## src/rtl/ifu_fetch.sv

```systemverilog
// ifu_fetch: RV32 instruction fetch front end feeding the decode stage.
// Issues in-order word requests to instruction memory, buffers the in-order
// responses with their PC in a small FIFO, and hands them to decode over a
// valid/ready handshake. A redirect restarts fetch, flushes the buffer and
// discards responses that are still in flight.
// Optional feature: define IFU_EBREAK_HALT_EN to stop fetching after an
// ebreak (32'h0010_0073) has been buffered; a redirect resumes fetch.
module ifu_fetch #(
   parameter logic [31:0] RESET_PC = 32'h8000_0000,
   parameter int          DEPTH    = 2
) (
   input  logic        clk,
   input  logic        rst,
   output logic        imem_req_valid,
   output logic [31:0] imem_req_addr,
   input  logic        imem_req_ready,
   input  logic        imem_rsp_valid,
   input  logic [31:0] imem_rsp_data,
   input  logic        redirect_valid,
   input  logic [31:0] redirect_pc,
   output logic        id_valid,
   output logic [31:0] id_instr,
   output logic [31:0] id_pc,
   input  logic        id_ready,
   output logic        halted
);

   localparam int            PW      = (DEPTH > 1) ? $clog2(DEPTH) : 1;
   localparam int            CW      = $clog2(DEPTH + 1);
   localparam logic [CW:0]   DEPTH_C = (CW+1)'(DEPTH);

   typedef struct packed {
      logic [31:0] pc;
      logic [31:0] instr;
   } fq_ent_t;

   fq_ent_t          fq [DEPTH];
   logic [PW-1:0]    wr_ptr, rd_ptr;
   logic [CW-1:0]    fq_cnt, outstanding, drop_cnt;
   logic [31:0]      fetch_pc, rsp_pc;
   logic [CW:0]      used;
   logic             req_fire, rsp_drop, push, pop, halt_q;

   // Credit counts only registered state: a pop this cycle frees its slot
   // next cycle, which keeps the FIFO from ever overflowing.
   assign used           = {1'b0, outstanding} + {1'b0, fq_cnt};
   assign imem_req_valid = !rst && !redirect_valid && !halt_q && (used < DEPTH_C);
   assign imem_req_addr  = fetch_pc;
   assign req_fire       = imem_req_valid && imem_req_ready;

   // Responses that belong to a pre-redirect stream are dropped by count.
   assign rsp_drop = (drop_cnt != '0);
   assign push     = imem_rsp_valid && !rsp_drop && !redirect_valid;
   assign pop      = (fq_cnt != '0) && id_ready && !redirect_valid;

   assign id_valid = (fq_cnt != '0);
   assign id_instr = fq[rd_ptr].instr;
   assign id_pc    = fq[rd_ptr].pc;

   // Fetch and response PCs; both restart from the redirect target.
   always_ff @(posedge clk or posedge rst) begin
      if (rst) begin
         fetch_pc <= RESET_PC;
         rsp_pc   <= RESET_PC;
      end else if (redirect_valid) begin
         fetch_pc <= redirect_pc;
         rsp_pc   <= redirect_pc;
      end else begin
         if (req_fire) fetch_pc <= fetch_pc + 32'd4;
         if (push)     rsp_pc   <= rsp_pc + 32'd4;
      end
   end

   // In-flight tracking; on redirect everything still outstanding after this
   // cycle's response becomes stale and is counted off as it returns.
   always_ff @(posedge clk or posedge rst) begin
      if (rst) begin
         outstanding <= '0;
         drop_cnt    <= '0;
      end else begin
         outstanding <= outstanding + CW'(req_fire) - CW'(imem_rsp_valid);
         if (redirect_valid)
            drop_cnt <= outstanding - CW'(imem_rsp_valid);
         else if (imem_rsp_valid && rsp_drop)
            drop_cnt <= drop_cnt - CW'(1);
      end
   end

   // Instruction buffer: {pc,instr} FIFO, flushed on redirect.
   always_ff @(posedge clk or posedge rst) begin
      if (rst) begin
         wr_ptr <= '0;
         rd_ptr <= '0;
         fq_cnt <= '0;
         for (int i = 0; i < DEPTH; i++) fq[i] <= '0;
      end else if (redirect_valid) begin
         wr_ptr <= '0;
         rd_ptr <= '0;
         fq_cnt <= '0;
      end else begin
         if (push) begin
            fq[wr_ptr] <= '{pc: rsp_pc, instr: imem_rsp_data};
            wr_ptr     <= wr_ptr + PW'(1);
         end
         if (pop) rd_ptr <= rd_ptr + PW'(1);
         fq_cnt <= fq_cnt + CW'(push) - CW'(pop);
      end
   end

`ifdef IFU_EBREAK_HALT_EN
   localparam logic [31:0] EBREAK = 32'h0010_0073;

   // Halt once an ebreak is buffered; redirect takes priority and resumes.
   always_ff @(posedge clk or posedge rst) begin
      if (rst)
         halt_q <= 1'b0;
      else if (redirect_valid)
         halt_q <= 1'b0;
      else if (push && (imem_rsp_data == EBREAK))
         halt_q <= 1'b1;
   end
`else
   assign halt_q = 1'b0;
`endif

   assign halted = halt_q;

endmodule

```

## config.mk

```make
export PLATFORM = sky130hd
export DESIGN_NAME = ifu_fetch
export DESIGN_NICKNAME = d
export VERILOG_FILES = /design/src/rtl/ifu_fetch.sv
export SDC_FILE = /design/constraint.sdc
export NUM_CORES = 1
export LEC_CHECK = 0
export CAP_MARGIN = 5
export CORE_MARGIN = 3
export CORE_UTILIZATION = 30
export CTS_CLUSTER_DIAMETER = 40
export DETAILED_ROUTE_END_ITERATION = 12
export HOLD_SLACK_MARGIN = 0.12
export PLACE_DENSITY = 0.56
export SETUP_SLACK_MARGIN = 0.2
export SLEW_MARGIN = 20
export SYNTH_ARGS = -nofsm -noshare
export SYNTH_HDL_FRONTEND = slang
export SYNTH_SLANG_ARGS = --single-unit
```

## constraint.sdc

```tcl
create_clock -name clk -period 6.2 [get_ports clk]
set_input_delay 1.24 -clock clk [delete_from_list [all_inputs] [get_ports clk]]
set_output_delay 1.24 -clock clk [all_outputs]
set_load 0.02 [all_outputs]
```

Word-level counts from Yosys, hierarchy flattened:

Index checks and enable logic that the tools add are counted.

* bitwise operators: 3
* multiplexer cells: 17
* $add $sub $neg: 11
* reduce and logical (&&, ||, !) cells: 19
* magnitude comparators: 4

Operators by type and width (count)
* 64-bit 2-to-1 mux: 4
* 128-bit bitwise mux: 1
* 32-bit 2-to-1 mux: 4
* 32-bit by 3-bit adder with 32-bit output (second input constant): 2
* 64-bit demux with 1-bit select: 1
* 2-bit nonzero test: 6
* 1-bit logical AND: 9
* 2-bit 2-to-1 mux: 3
* 2-bit by 1-bit subtractor with 2-bit output: 3
* 2-bit by 1-bit adder with 2-bit output: 2
* 2-bit >= comparator (second input constant): 2
* 1-bit 2-to-1 mux: 4
* 1-bit inverter with 2-bit output: 2
* 2-bit by 2-bit adder with 3-bit output: 1
* 1-bit zero test: 3
* 3-bit by 2-bit < comparator with 1-bit output (second input constant): 1
* 1-bit adder (second input constant): 2
* 2-bit by 1-bit < comparator with 1-bit output (second input constant): 1
* 2-bit AND reduction: 1
* 2-bit by 1-bit subtractor with 2-bit output (second input constant): 1
* 1-bit inverter: 1

* word-level logic and storage cells: 65
* bits of input ports: 70
* register bits after elaboration: 200
* output and inout port bits: 99

Depth between registers and ports, before layout:

* depth after elaboration: 7
* depth in mapped cells: 13
* gate-level depth less buffers: 10

Worst setup path after synthesis:

No wires, ideal clock.

* path kind: in2reg
* from: input redirect_valid
* to: register outstanding[1]
* data required time: 6.077 ns
* buffers on the path: 3
* library setup time: 0.123 ns
* path slack: 2.934 ns
* stages on the path: 11
* data arrival time: 3.144 ns
* cells stage by stage: nor4_2 and2_1 buf_4 inv_2 buf_2 buf_2 ha_1 inv_1 ha_1 xnor2_1 xnor2_1

* word-level cells in the longest chain between the ends: 6

Ends and longest elaborated chain
* start: declaration: RTL line 19 `input logic redirect_valid,`
* 1-bit zero test: RTL line 47 `assign imem_req_valid = !rst && !redirect_valid && !halt_q && (used < DEPTH_C);`
* 1-bit logical AND (2 in a row): RTL line 47
* 1-bit logical AND: RTL line 49 `assign req_fire = imem_req_valid && imem_req_ready;`
* 2-bit by 1-bit adder with 2-bit output: RTL line 81 `outstanding <= outstanding + CW'(req_fire) - CW'(imem_rsp_valid);`
* 2-bit by 1-bit subtractor with 2-bit output: RTL line 81
* end signal: assignment: RTL line 81
* end: declaration: RTL line 39 `logic [CW-1:0] fq_cnt, outstanding, drop_cnt;`

No other way between the ends.
A chain may end at the register's enable or synchronous reset.

Worst setup path after layout:

* from: register rd_ptr
* to: output id_instr[14]

* word-level cells in the longest chain between the ends: 4

Ends and longest elaborated chain
* start: declaration: RTL line 38 `logic [PW-1:0] wr_ptr, rd_ptr;`
* start signal: assignment: RTL line 105 `if (pop) rd_ptr <= rd_ptr + PW'(1);`
* 1-bit inverter with 2-bit output (not written as such): RTL line 57 `assign id_instr = fq[rd_ptr].instr;`
* 64-bit 2-to-1 mux (3 in a row)
* end: declaration: RTL line 22 `output logic [31:0] id_instr,`

No other way between the ends. The select of a mux whose other input is x is not followed.

==> impl_results.rst <==
.. list-table::
   :header-rows: 1

   * - Metric
     - Value
   * - Via-to-Cell Ratio
     - 4.92
   * - Violation count after the first detailed-routing iteration
     - 343
   * - Total CTS buffers
     - 17
   * - Result of the run
     - completed
   * - Synth cell count leaders
     - dfrtp_1, mux2_2, nand2_1, xor2_1, o21ai_0
   * - CTS Sinks
     - 200
   * - Hold Crit Class
     - register to register
   * - Distinct cell type count after synthesis
     - 59
   * - Post-synth EDFFs
     - 0
   * - DRC
     - 0
   * - Clock insertion delay at the later pin of the skew report
     - 0.44 ns
   * - Category of the most critical setup path
     - register to output port
   * - Overall die area
     - 33800 sq um
   * - Critical Path Start Type
     - register
   * - Clk pin slew, worst setup/hold paths
     - 0.08 ns
   * - GRT Total Usage
     - 0.143
   * - Post-Route Utilization
     - 0.395
   * - Total of hold buffers inserted after clock tree synthesis
     - 0
   * - Fin worst setup slack
     - 2.06 ns
   * - Achievable Freq
     - 241 MHz
   * - Share of Yosys cell area claimed by the top area cell type
     - 0.523
   * - HP Start
     - fq[95]$_DFFE_PP0P_
   * - Worst slew margin relative to its limit
     - 0.328
   * - Starting Density
     - 0.307
   * - Cell with the most instances after synthesis
     - dfrtp_1
   * - Cell area after layout
     - 12200 sq um
   * - Synthesized area
     - 9480 sq um
   * - Via Count
     - 6582
   * - Via count of the first global-routing pass
     - 6653
   * - Chip width
     - 184 um
   * - Post-detailed-routing wire length
     - 23900 um
   * - Average instance area after synthesis
     - 12.3 sq um
   * - Final Hold Violating Endpoints
     - 0
   * - Number of max-capacitance violations reported
     - 0
   * - R2R Path Start
     - outstanding[0]$_DFF_PP0_
   * - I/O pin cnt
     - 169
   * - Number of buffers inserted to repair setup after CTS
     - 0
   * - Cells resized by post-CTS repair
     - 0
   * - Gpl congestion
     - 0.818
   * - Fraction of registers with async set or reset after synthesis
     - 1.00
   * - Global-route wire length before repair
     - 38300 um
   * - Number of antenna violations at the first check in global routing
     - 0
   * - Final clock period utilization by the worst path
     - 0.668
   * - Post-route minimum period
     - 4.14 ns
   * - Most common flop cell mapped by yosys
     - dfrtp_1
   * - Die Height
     - 184 um
   * - Overall overflow remaining after global route
     - 0
   * - Largest net degree at the start of global routing
     - 153
   * - H-Tree Depth
     - 4
   * - Placeable core region
     - 30800 sq um
   * - Growth of design area from synthesis to finish
     - 28.5%
   * - Clk Tree Root Cell
     - clkbuf_16
   * - Peak supply drop
     - 192 uV
   * - Final hold slack
     - 0.486 ns
   * - Count of standard-cell rows
     - 64
   * - Unrepaired setup endpoints after global routing
     - no
   * - Post-route clock skew
     - 0.0269 ns
   * - Clock tree from TritonCTS
     - done
   * - Nets in the synthesized netlist
     - 849
   * - Average wire length per cell after detail routing
     - 17.9 um
   * - Worst path required time
     - 4.96 ns
   * - Total number of yosys warnings
     - 0
   * - Fin nets
     - 1007
   * - Register bit count reported by yosys
     - 200
   * - Power density of the placed cells
     - 428 nW/um^2
   * - Worst setup timing slack at the placement stage
     - 2.31 ns
   * - Number of port buffers
     - 167
   * - Endpoint arrival time on the critical path
     - 2.90 ns
   * - Critical path endpoint category
     - output port
   * - Post-Synthesis Cells
     - 770
   * - Area contributors post-synth
     - dfrtp_1, mux2_2, xor2_1, nand2_1, o21ai_0
   * - Setup-violating endpoint count in the final report
     - 0
   * - Setup tns final
     - 0 ns
   * - Fraction of final layout cells with drive strength greater than 1
     - 0.261
   * - Static leakage power
     - 5.08 nW
   * - Sequential area share after synthesis
     - 0.528
   * - Max clock buf depth
     - 2
   * - Number of diodes
     - 0
   * - Crit path launch
     - rd_ptr$_DFFE_PP0P_
   * - Library cell with the largest summed area after synthesis
     - dfrtp_1
   * - Post-detailed-placement cell area
     - 11600 sq um
   * - Post-detail-place hpwl
     - 16100 um
   * - Antenna Violating Nets Remaining
     - 0
   * - Biggest fanout along the worst timing path
     - 39
   * - Number of slew-limit violations in the final report
     - 0
   * - Pre-Repair DR Iteration Count
     - 4
   * - Slew at the pin with the worst max-slew slack
     - 1.01 ns
[placed cells by master, fill, tap and decap left out, types with 16 or more instances in the layout]
cell	count
mux2_2	183
clkdlybuf4s50_1	166
nor2_1	20
xor2_1	31
dfrtp_1	197
nand2_1	66
clkbuf_16	17
nand4_1	20
o21ai_0	26
nand3_1	24
inv_1	16
[state kept, by name, summed over array words and instances (netlist names)]
name,flops
rsp_pc,32
fq,128
wr_ptr,1
drop_cnt,2
rd_ptr,1
imem_req_addr,32
outstanding,2
fq_cnt,2
[worst max-delay path, cell delays in order, from the launching register on]
cell and delay [ns]:
dfrtp_2 1.03, buf_4 0.48, mux2_2 0.39, clkdlybuf4s50_1 0.55
[worst paths after layout]
path,cells after the start,slack [ns],endpoint
max,3,2.06,id_instr[14]
min,1,0.49,fq[95]$_DFFE_PP0P_
max reg2reg,10,2.87,outstanding[1]$_DFF_PP0_
min reg2reg,1,0.49,fq[95]$_DFFE_PP0P_
max in group asynchronous,3,4.10,rd_ptr$_DFFE_PP0P_
min in group asynchronous,3,1.45,imem_req_addr[7]$_DFFE_PP0P_
[layer usage]
layer	routed length (um)	track usage
met5	0	0
met4	275	0.0393
met3	1190	0.0273
met2	9930	0.205
met1	12500	0.221
[layout make-up]
class                           count  area, sq um
Tap cell                          396          495
Timing Repair Buffer              174         1730
Sequential cell                   200         5010
Inverter                           19         75.1
Multi-Input combinational cell    516         4250
Clock inverter                     15          194
Clock buffer                       17          425
Fill cell                        2918        18700
[stage by stage]
stage               power (mW)  cells
floorplan                 3.25    770
CTS                       5.30   1337
finish                    5.22   1337
global route              5.53   1337
detailed placement        4.11   1305
global placement          4.09   1305
[cells by family (layout without fill, tap and decap cells)]
logic type,after synthesis,in the layout,share of synthesized area
flops,200,200,0.528
xor+xnor,42,42,0.0388
compound gates,92,92,0.0607
other cells,1,1,0.000396
fa+ha+maj,9,9,0.0127
buf+inv,54,225,0.0243
simple gates,178,178,0.104
mux,194,194,0.230
[where the power goes]
part	total (mW)	internal, mW	switching [mW]
clock network	1.15	0.557	0.592
registers	2.05	1.75	0.304
logic	2.02	1.11	0.907
No activity file was read; power rests on OpenSTA's default activity.
